==> src/rtl/conv1x1_ctrl_pkg.sv <==
// Shared definitions for the 1x1 convolution layer controller: state encoding,
// datapath word width and the width helper used to size every index.
package conv1x1_ctrl_pkg;

    localparam int DATA_W = 32;

    typedef enum logic [2:0] {
        IDLE,
        LOAD_K,
        K_WAIT,
        RUN,
        OC_DRAIN,
        FLUSH,
        DONE
    } ctrl_state_e;

    // Index width for a range of n values; never narrower than one bit.
    function automatic int widthOf(input int n);
        return (n > 2) ? $clog2(n) : 1;
    endfunction

endpackage

==> src/rtl/conv_result_fifo.sv <==
// Synchronous result buffer holding {data, address} words between the
// convolution datapath and the result sink.
module conv_result_fifo
    import conv1x1_ctrl_pkg::*;
#(
    parameter int FIFO_DEPTH = 4,
    parameter int WIDTH      = 32,
    localparam int PTR_W     = widthOf(FIFO_DEPTH),
    localparam int CNT_W     = widthOf(FIFO_DEPTH + 1)
) (
    input  logic             clk,
    input  logic             rst,
    input  logic             push_i,
    input  logic             pop_i,
    input  logic [WIDTH-1:0] data_i,
    output logic [WIDTH-1:0] data_o,
    output logic [CNT_W-1:0] count_o,
    output logic             empty_o
);

    logic [WIDTH-1:0] mem_q [FIFO_DEPTH];
    logic [PTR_W-1:0] wrPtr_q, rdPtr_q;
    logic [CNT_W-1:0] count_q;
    logic             doPush, doPop;

    function automatic logic [PTR_W-1:0] nextPtr(input logic [PTR_W-1:0] ptr);
        return (ptr == PTR_W'(FIFO_DEPTH - 1)) ? '0 : ptr + 1'b1;
    endfunction

    // A push into a full buffer is only accepted when a pop frees a slot in the same cycle.
    assign doPop   = pop_i && (count_q != '0);
    assign doPush  = push_i && ((count_q != CNT_W'(FIFO_DEPTH)) || doPop);
    assign data_o  = mem_q[rdPtr_q];
    assign count_o = count_q;
    assign empty_o = (count_q == '0);

    always_ff @(posedge clk) begin
        if (doPush) begin
            mem_q[wrPtr_q] <= data_i;
        end
    end

    always_ff @(posedge clk or posedge rst) begin
        if (rst) begin
            wrPtr_q <= '0;
            rdPtr_q <= '0;
            count_q <= '0;
        end else begin
            if (doPush) wrPtr_q <= nextPtr(wrPtr_q);
            if (doPop)  rdPtr_q <= nextPtr(rdPtr_q);
            unique case ({doPush, doPop})
                2'b10:   count_q <= count_q + 1'b1;
                2'b01:   count_q <= count_q - 1'b1;
                default: count_q <= count_q;
            endcase
        end
    end

endmodule

==> src/rtl/conv1x1_layer_ctrl.sv <==
// Layer sequencer for a 1x1 convolution: per output channel it loads one kernel
// word, streams every pixel through the datapath and buffers results for the sink.
module conv1x1_layer_ctrl
    import conv1x1_ctrl_pkg::*;
#(
    parameter int IMG_W      = 16,
    parameter int IMG_H      = 16,
    parameter int NUM_OC     = 8,
    parameter int FIFO_DEPTH = 4,
    localparam int NUM_PIX   = IMG_W * IMG_H,
    localparam int PIX_W     = widthOf(NUM_PIX),
    localparam int OC_W      = widthOf(NUM_OC),
    localparam int ADDR_W    = widthOf(NUM_OC * NUM_PIX),
    localparam int CNT_W     = widthOf(FIFO_DEPTH + 1)
) (
    input  logic              clk,
    input  logic              rst,
    input  logic              start,
    output logic              busy,
    output logic              done,
    output logic              fm_rd_en,
    output logic [PIX_W-1:0]  fm_rd_addr,
    input  logic [DATA_W-1:0] fm_rd_data,
    output logic              k_rd_en,
    output logic [OC_W-1:0]   k_rd_addr,
    input  logic [DATA_W-1:0] k_rd_data,
    output logic [DATA_W-1:0] conv_data_in,
    output logic [DATA_W-1:0] conv_kernel,
    output logic              conv_valid_in,
    input  logic [DATA_W-1:0] conv_data_out,
    input  logic              conv_valid_out,
    output logic              wr_en,
    output logic [ADDR_W-1:0] wr_addr,
    output logic [DATA_W-1:0] wr_data,
    input  logic              wr_ready
);

    ctrl_state_e state_q, state_d;
    logic [OC_W-1:0]          oc_q, oc_d;
    logic [PIX_W-1:0]         p_q, p_d;
    logic [DATA_W-1:0]        kernel_q, kernel_d;
    logic [ADDR_W-1:0]        outAddr_q;
    logic [CNT_W-1:0]         inflight_q;
    logic                     validIn_q;
    logic                     clearAddr;
    logic                     issueOk;
    logic                     acceptValid;
    logic [CNT_W-1:0]         fifoCount;
    logic                     fifoEmpty;
    logic [DATA_W+ADDR_W-1:0] fifoHead;

    // Credit check: every outstanding read already owns a buffer slot, so the FIFO cannot overflow.
    assign issueOk     = ({1'b0, inflight_q} + {1'b0, fifoCount}) < (CNT_W + 1)'(FIFO_DEPTH);
    assign acceptValid = conv_valid_out && (inflight_q != '0);

    always_comb begin
        state_d   = state_q;
        oc_d      = oc_q;
        p_d       = p_q;
        kernel_d  = kernel_q;
        fm_rd_en  = 1'b0;
        k_rd_en   = 1'b0;
        done      = 1'b0;
        clearAddr = 1'b0;
        unique case (state_q)
            IDLE: begin
                if (start) begin
                    oc_d      = '0;
                    clearAddr = 1'b1;
                    state_d   = LOAD_K;
                end
            end
            LOAD_K: begin
                k_rd_en = 1'b1;
                state_d = K_WAIT;
            end
            K_WAIT: begin
                kernel_d = k_rd_data;
                p_d      = '0;
                state_d  = RUN;
            end
            RUN: begin
                if (issueOk) begin
                    fm_rd_en = 1'b1;
                    p_d      = p_q + 1'b1;
                    if (p_q == PIX_W'(NUM_PIX - 1)) state_d = OC_DRAIN;
                end
            end
            OC_DRAIN: begin
                if (inflight_q == '0) begin
                    if (oc_q != OC_W'(NUM_OC - 1)) begin
                        oc_d    = oc_q + 1'b1;
                        state_d = LOAD_K;
                    end else begin
                        state_d = FLUSH;
                    end
                end
            end
            FLUSH: begin
                if (fifoCount == '0) state_d = DONE;
            end
            DONE: begin
                done    = 1'b1;
                state_d = IDLE;
            end
            default: state_d = IDLE;
        endcase
    end

    always_ff @(posedge clk or posedge rst) begin
        if (rst) begin
            state_q    <= IDLE;
            oc_q       <= '0;
            p_q        <= '0;
            kernel_q   <= '0;
            outAddr_q  <= '0;
            inflight_q <= '0;
            validIn_q  <= 1'b0;
        end else begin
            state_q   <= state_d;
            oc_q      <= oc_d;
            p_q       <= p_d;
            kernel_q  <= kernel_d;
            validIn_q <= fm_rd_en;
            if (clearAddr)        outAddr_q <= '0;
            else if (acceptValid) outAddr_q <= outAddr_q + 1'b1;
            unique case ({fm_rd_en, acceptValid})
                2'b10:   inflight_q <= inflight_q + 1'b1;
                2'b01:   inflight_q <= inflight_q - 1'b1;
                default: inflight_q <= inflight_q;
            endcase
        end
    end

    conv_result_fifo #(
        .FIFO_DEPTH (FIFO_DEPTH),
        .WIDTH      (DATA_W + ADDR_W)
    ) u_result_fifo (
        .clk     (clk),
        .rst     (rst),
        .push_i  (acceptValid),
        .pop_i   (wr_en && wr_ready),
        .data_i  ({conv_data_out, outAddr_q}),
        .data_o  (fifoHead),
        .count_o (fifoCount),
        .empty_o (fifoEmpty)
    );

    // Data-carrying outputs are gated by their valids so everything reads zero during reset.
    assign busy          = (state_q != IDLE);
    assign fm_rd_addr    = p_q;
    assign k_rd_addr     = oc_q;
    assign conv_valid_in = validIn_q;
    assign conv_data_in  = validIn_q ? fm_rd_data : '0;
    assign conv_kernel   = kernel_q;
    assign wr_en         = !fifoEmpty;
    assign {wr_data, wr_addr} = wr_en ? fifoHead : '0;

endmodule

==> config.mk <==
export PLATFORM = sky130hd
export DESIGN_NAME = conv1x1_layer_ctrl
export DESIGN_NICKNAME = d
export VERILOG_FILES = /design/src/rtl/conv1x1_ctrl_pkg.sv /design/src/rtl/conv_result_fifo.sv /design/src/rtl/conv1x1_layer_ctrl.sv
export SDC_FILE = /design/constraint.sdc
export NUM_CORES = 1
export LEC_CHECK = 0
export CAP_MARGIN = 20
export CORE_UTILIZATION = 28
export DETAILED_ROUTE_END_ITERATION = 6
export HOLD_SLACK_MARGIN = 0.15
export PLACE_DENSITY = 0.58
export SLEW_MARGIN = 25
export SYNTH_ARGS = -nofsm -noshare
export SYNTH_HDL_FRONTEND = slang
export SYNTH_SLANG_ARGS = --single-unit
==> constraint.sdc <==
create_clock -name clk -period 2.9 [get_ports clk]
set_clock_uncertainty 0.1 [all_clocks]
set_input_delay 0.725 -clock clk [delete_from_list [all_inputs] [get_ports clk]]
set_output_delay 0.725 -clock clk [all_outputs]
set_load 0.1 [all_outputs]
; ---- Yosys cells after proc, flatten, opt, wreduce, memory -nomap -nowiden
; Memory sizes are Yosys's and may differ from the RTL's.
; Index checks and enable logic that the tools add are counted.
[totals]
ramBits = 172
output_inout_bits = 124
regBits = 68
n_memories = 1
[mem_list]
columns = memory, words, word_bits, rd, rd_ports_with_merged_regs, write_ports, line
row1 = u_result_fifo.mem_q, 4, 43, 1, 0, 1, conv_result_fifo.sv:21  ; logic [WIDTH-1:0] mem_q [FIFO_DEPTH];
[classes]
n_lt_le_gt_ge = 1
n_addsub = 10
mux = 29
n_reduce_logical = 20
eq_ne = 21
[ops]
columns = operator, n
row1 = $mux W43, 1
row2 = $mux W32, 1
row3 = $mux W3, 9
row4 = $mux W11, 2
row5 = $pmux W3 S2, 3
row6 = $pmux W3 S6, 1
row7 = $pmux W8 S2, 1
row8 = $ne A2 B2 Y1 const B, 6
row9 = $add A11 B1 Y11 const B, 1
row10 = $reduce_bool A2 Y1, 5
row11 = $add A3 B1 Y3 const B, 3
row12 = $eq A3 B3 Y1 const B, 3
row13 = $logic_not A3 Y1, 3
row14 = $reduce_bool A3 Y1, 3
row15 = $add A8 B1 Y8 const B, 1
row16 = $eq A2 B2 Y1 const B, 4
row17 = $eq A8 B8 Y1 const B, 1
row18 = $mux W1, 8
row19 = $mux W8, 1
row20 = $eq A3 B2 Y1 const B, 2
row21 = $ne A3 B3 Y1 const B, 2
row22 = $sub A3 B1 Y3 const B, 2
row23 = $reduce_and A5 Y1, 1
row24 = $add A2 B1 Y2 const B, 2
row25 = other kinds (10), 15

; ---- Longest topological paths before layout
[depth]
ltp_word = 8
ltp_mapped = 10

; ---- Hierarchy
; Synthesis repeated with hierarchy kept, for this count alone.
[hier_totals]
cells_unflattened = 661
hier_area_um2 = 10027.1
[modules_own_cells]
columns = mod, n_inst, area_per_inst_um2, cells_per_inst, seq_area_each_um2
row1 = conv_result_fifo, 1, 6727.7, 280, 5340.1
row2 = conv1x1_layer_ctrl, 1, 3299.4, 381, 1526.5

; ---- Worst setup path before layout
; OpenSTA, ideal clock, no wires.
[synth_timing]
path_kind = reg2out
from = register state_q[0]
to = output port k_rd_en
arrival_time_ns = 2.982
path_stages_with_launch = 4
required_ns = 2.075
path_slack_ns = -0.907
cell_sequence = dfrtp_1 > clkbuf_1 > buf_2 > nor3b_1
[synth_via]
elab_chain_cells = 2
[synth_rtl]
columns = element, line
row1 = start: declaration, conv1x1_layer_ctrl.sv:38  ; ctrl_state_e state_q, state_d;
row2 = start signal: assignment, conv1x1_layer_ctrl.sv:120  ; state_q <= state_d;
row3 = $eq A3 B1 Y1, conv1x1_layer_ctrl.sv:65  ; unique case (state_q)
row4 = $mux W1, conv1x1_layer_ctrl.sv:65
row5 = end: declaration, conv1x1_layer_ctrl.sv:24  ; output logic k_rd_en,
; No other way between the ends.

; ---- Worst setup path in the final report
[layout_timing]
from = register u_result_fifo.rdPtr_q[0]
to = output port wr_data[18]
[layout_via]
elab_chain_cells = 2
[layout_rtl]
columns = element, line
row1 = start: declaration, conv_result_fifo.sv:22  ; logic [PTR_W-1:0] wrPtr_q, rdPtr_q;
row2 = start signal: assignment, conv_result_fifo.sv:50  ; if (doPop) rdPtr_q <= nextPtr(rdPtr_q);
row3 = $mem_v2 Z4 W43, n/a
row4 = $mux W43, conv1x1_layer_ctrl.sv:157  ; assign {wr_data, wr_addr} = wr_en ? fifoHead : '0;
row5 = end: declaration, conv1x1_layer_ctrl.sv:34  ; output logic [DATA_W-1:0] wr_data,
; No other way between the ends.

==> run_summary.xml <==
<?xml version="1.0" encoding="UTF-8"?>
<metrics>
  <group name="cells_and_area">
    <metric name="post-route-cell-area" unit="um^2">14830</metric>
    <metric name="layout-drive-gt1-share" unit="%">32.41</metric>
    <metric name="antenna_cells" unit="">0</metric>
    <metric name="syn2layout_area_growth" unit="%">48.78</metric>
    <metric name="final_nets" unit="">1036</metric>
    <metric name="final_cells" unit="">1396</metric>
  </group>
  <group name="routing">
    <metric name="dr.pass1.iters" unit="">4</metric>
    <metric name="number_of_nets_with_antenna_violations_after_routing" unit="">0</metric>
    <metric name="wl_per_cell" unit="um">16.88</metric>
    <metric name="vias_per_cell" unit="">4.511</metric>
    <metric name="wl" unit="um">23560</metric>
    <metric name="route.vias.total" unit="">6297</metric>
    <metric name="initialDrtViolationCount" unit="">321</metric>
    <metric name="detail_route.drc_violations" unit="">0</metric>
  </group>
  <group name="clock_network">
    <metric name="cts-buffers-inserted" unit="">26</metric>
    <metric name="clk_latency" unit="ns">0.53</metric>
    <metric name="max-clock-path-buffers" unit="">3</metric>
    <metric name="clk_pin_slew_worst_paths" unit="ns">0.06</metric>
    <metric name="htreeDepth" unit="">1</metric>
    <metric name="cts.sinks" unit="">240</metric>
    <metric name="root_driver" unit="">sky130_fd_sc_hd__clkbuf_16</metric>
    <metric name="cts_tree" unit="">built</metric>
  </group>
  <group name="place">
    <metric name="place_congestion" unit="">0.7187</metric>
    <metric name="placed_cell_area" unit="um^2">13630</metric>
    <metric name="place_hpwl" unit="um">15410</metric>
    <metric name="place_inst" unit="">1334</metric>
    <metric name="buffer_ports.inserted" unit="">224</metric>
  </group>
  <group name="floorplan">
    <metric name="io_pins" unit="">225</metric>
    <metric name="die_width" unit="um">190.7</metric>
    <metric name="chipHeight" unit="um">190.7</metric>
    <metric name="fp.coreArea" unit="um^2">34800</metric>
    <metric name="rows" unit="">68</metric>
    <metric name="dieArea" unit="um^2">36350</metric>
    <metric name="floorplan.initialDensity" unit="%">28.64</metric>
  </group>
  <group name="worst_setup_path">
    <metric name="worst-path-buf-inv" unit="">3</metric>
    <metric name="slowest_delay" unit="ns">0.52</metric>
    <metric name="cp_required" unit="ns">2.08</metric>
    <metric name="worstPathCellList" unit="">buf_12, buf_16, mux4_2, and2_4, buf_12</metric>
    <metric name="cp_top_family" unit="">flip-flops</metric>
    <metric name="worstSetupPathType" unit="">reg -&gt; out</metric>
    <metric name="worstPathMaxFanout" unit="">6</metric>
    <metric name="path_common_cell" unit="">sky130_fd_sc_hd__buf_12</metric>
    <metric name="startpoint_type" unit="">flop</metric>
    <metric name="setup.worst_path.end_class" unit="">output pin</metric>
    <metric name="critical-path-slowest-cell" unit="">sky130_fd_sc_hd__dfrtp_4</metric>
    <metric name="cp.arrival" unit="ns">2.11</metric>
  </group>
  <group name="sta">
    <metric name="rsz0062_at_grt" unit="">true</metric>
    <metric name="layout_setup_ws" unit="ns">-0.03267</metric>
    <metric name="min_clock_period_post_route" unit="ns">2.933</metric>
    <metric name="whs" unit="ns">0.3749</metric>
    <metric name="worst_slew_pin_slew" unit="ns">0.7799</metric>
    <metric name="fmax" unit="MHz">341.0</metric>
    <metric name="slew_headroom" unit="%">47.93</metric>
    <metric name="finalSetupViolations" unit="">12</metric>
    <metric name="fin_crit_sh" unit="%">101.1</metric>
    <metric name="hold_viol" unit="">0</metric>
    <metric name="finalMaxSlewViolations" unit="">0</metric>
    <metric name="final.setup.tns" unit="ns">-0.1199</metric>
  </group>
  <group name="synthesis">
    <metric name="synth.most_common_cell" unit="">sky130_fd_sc_hd__edfxtp_1</metric>
    <metric name="post_synth_edffs" unit="">172</metric>
    <metric name="synth.yosys.warnings" unit="">0</metric>
    <metric name="synth.avg_cell_area" unit="um^2">15.05</metric>
    <metric name="synth_sequential_area_ratio" unit="%">68.90</metric>
    <metric name="yosysTopAreaCellShare" unit="%">51.83</metric>
    <metric name="post_synth_main_area_contributors" unit="">sky130_fd_sc_hd__edfxtp_1, sky130_fd_sc_hd__dfrtp_1, sky130_fd_sc_hd__mux4_2</metric>
    <metric name="yosys-top-cells-count" unit="">sky130_fd_sc_hd__edfxtp_1, sky130_fd_sc_hd__nand2_1, sky130_fd_sc_hd__and2_1, sky130_fd_sc_hd__dfrtp_1, sky130_fd_sc_hd__mux4_2</metric>
    <metric name="synth_cells" unit="">662</metric>
    <metric name="synth_area_leader_cell" unit="">sky130_fd_sc_hd__edfxtp_1</metric>
    <metric name="yosysUniqueCellTypes" unit="">50</metric>
    <metric name="synth.net_count" unit="">777</metric>
    <metric name="fraction_of_synthesis_flops_using_an_asynchronous_set_or_reset_pin" unit="%">28.33</metric>
    <metric name="ys_dominant_reg_cell" unit="">sky130_fd_sc_hd__edfxtp_1</metric>
    <metric name="synth.ff_latch_count" unit="">240</metric>
    <metric name="synth_area" unit="um^2">9966</metric>
  </group>
  <group name="global_routing">
    <metric name="grt_pass1_wl" unit="um">37100</metric>
    <metric name="grt-ovfl-total" unit="">0</metric>
    <metric name="grt_max_degree" unit="">44</metric>
    <metric name="grt_use_total" unit="%">13.17</metric>
    <metric name="antenna_found_initial" unit="">0</metric>
    <metric name="grt_pass1_vias" unit="">6622</metric>
  </group>
  <group name="status">
    <metric name="failed_checks" unit="">setup timing</metric>
    <metric name="status" unit="">finished with violations</metric>
  </group>
  <group name="worst_hold_path">
    <metric name="min_path_type" unit="">reg -&gt; reg</metric>
  </group>
  <group name="flow_run">
    <metric name="count_of_maximum_capacitance_violations" unit="">0</metric>
  </group>
</metrics>
## timing repair
item                                    CTS  global route
hold buffers                              0             0
cloned                                    4             0
pin swaps                                30             1
buffers inserted                          8             2
endpoints found under the setup margin   44            44
gates resized for setup                  52             1
## metal layers
layer	global-route usage, %	up-vias	wire, um
met1	16.53	3068	10020
met4	3.538	0	583
met3	4.141	35	1911
met2	21.80	251	11050
met5	0	-	0
li1	-	2943	-
## cell families after synthesis
kind of cell,Yosys count,share of synthesized area [%]
xor+xnor,12,1.055
simple gates,254,12.93
buf+inv,50,2.109
mux,46,10.04
compound gates,46,3.051
flops,240,68.90
fa+ha+maj,14,1.908
## final cells by class
cell class                      instances  area [um^2]
Clock buffer                           37        732.0
Clock inverter                         11        120.1
Fill cell                            3150        19970
Inverter                               15        56.30
Multi-Input combinational cell        372         3012
Sequential cell                       240         6877
Tap cell                              455        569.3
Timing Repair Buffer                  266         3461
## final timing paths
| path | cells after the start | start | to | slack (ns) |
|---|---|---|---|---|
| setup / recovery | 5 | u_result_fifo.rdPtr_q[0] | wr_data[18] | -0.03 |
| hold / removal | 2 | conv_kernel[28] | conv_kernel[28] | 0.37 |
| setup reg to reg | 6 | inflight_q[2] | u_result_fifo.count_o[2] | 0.37 |
| hold reg to reg | 2 | conv_kernel[28] | conv_kernel[28] | 0.37 |
| max in group asynchronous | 2 | rst | u_result_fifo.rdPtr_q[0] | 1.55 |
| min in group asynchronous | 2 | rst | conv_kernel[27] | 0.56 |
## layout by cell type (no fill, tap or decap), drive strengths merged, types with 2 or more instances in the layout
| master | Yosys | layout |
|---|---|---|
| or4 | 5 | 5 |
| clkinv | 0 | 8 |
| nand3 | 11 | 11 |
| a31oi | 3 | 3 |
| clkdlybuf4s50 | 0 | 100 |
| nand2 | 115 | 115 |
| xor2 | 7 | 7 |
| ha | 12 | 12 |
| mux2 | 2 | 2 |
| xnor2 | 5 | 5 |
| o31ai | 4 | 4 |
| or3 | 8 | 8 |
| clkbuf | 18 | 37 |
| fa | 2 | 2 |
| bufinv | 0 | 2 |
| a21oi | 9 | 9 |
| nor4 | 3 | 3 |
| nor2 | 14 | 14 |
| nand4 | 6 | 6 |
| buf | 17 | 166 |
| edfxtp | 172 | 172 |
| dfrtp | 68 | 68 |
| inv | 15 | 15 |
| o221ai | 2 | 2 |
| nor3b | 3 | 3 |
| mux4 | 43 | 43 |
| a22o | 5 | 5 |
| nand2b | 2 | 2 |
| nor3 | 3 | 3 |
| o21ai | 13 | 13 |
| and2 | 79 | 79 |
## tightest hold or removal path: stages (launching register included)
cell and delay [ns]:
sky130_fd_sc_hd__dfrtp_1 0.34, sky130_fd_sc_hd__nand2_1 0.05, sky130_fd_sc_hd__nand2_1 0.06
## per-stage QoR
stage          setup slack (ns)  utilization [%]
2_1_floorplan           0.09104                -
3_3_place_gp             0.1215            39.17
3_5_place_dp            0.06032            39.17
4_1_cts                -0.07187            42.56
5_1_grt                 -0.1040            42.61
6_report               -0.03267            42.61
## sequential cells by signal (all words and copies together), names as in the netlist
| register | flops |
|---|---|
| state_q | 3 |
| u_result_fifo.rdPtr_q | 2 |
| conv_kernel | 32 |
| u_result_fifo.wrPtr_q | 2 |
| fm_rd_addr | 8 |
| k_rd_addr | 3 |
| u_result_fifo.mem_q | 172 |
| inflight_q | 3 |
| u_result_fifo.count_o | 3 |
| outAddr_q | 11 |
| conv_valid_in | 1 |
Power is left out: the tool's default activity adds up to more than one toggle a clock period on the data nets, which glitch-free logic cannot reach.
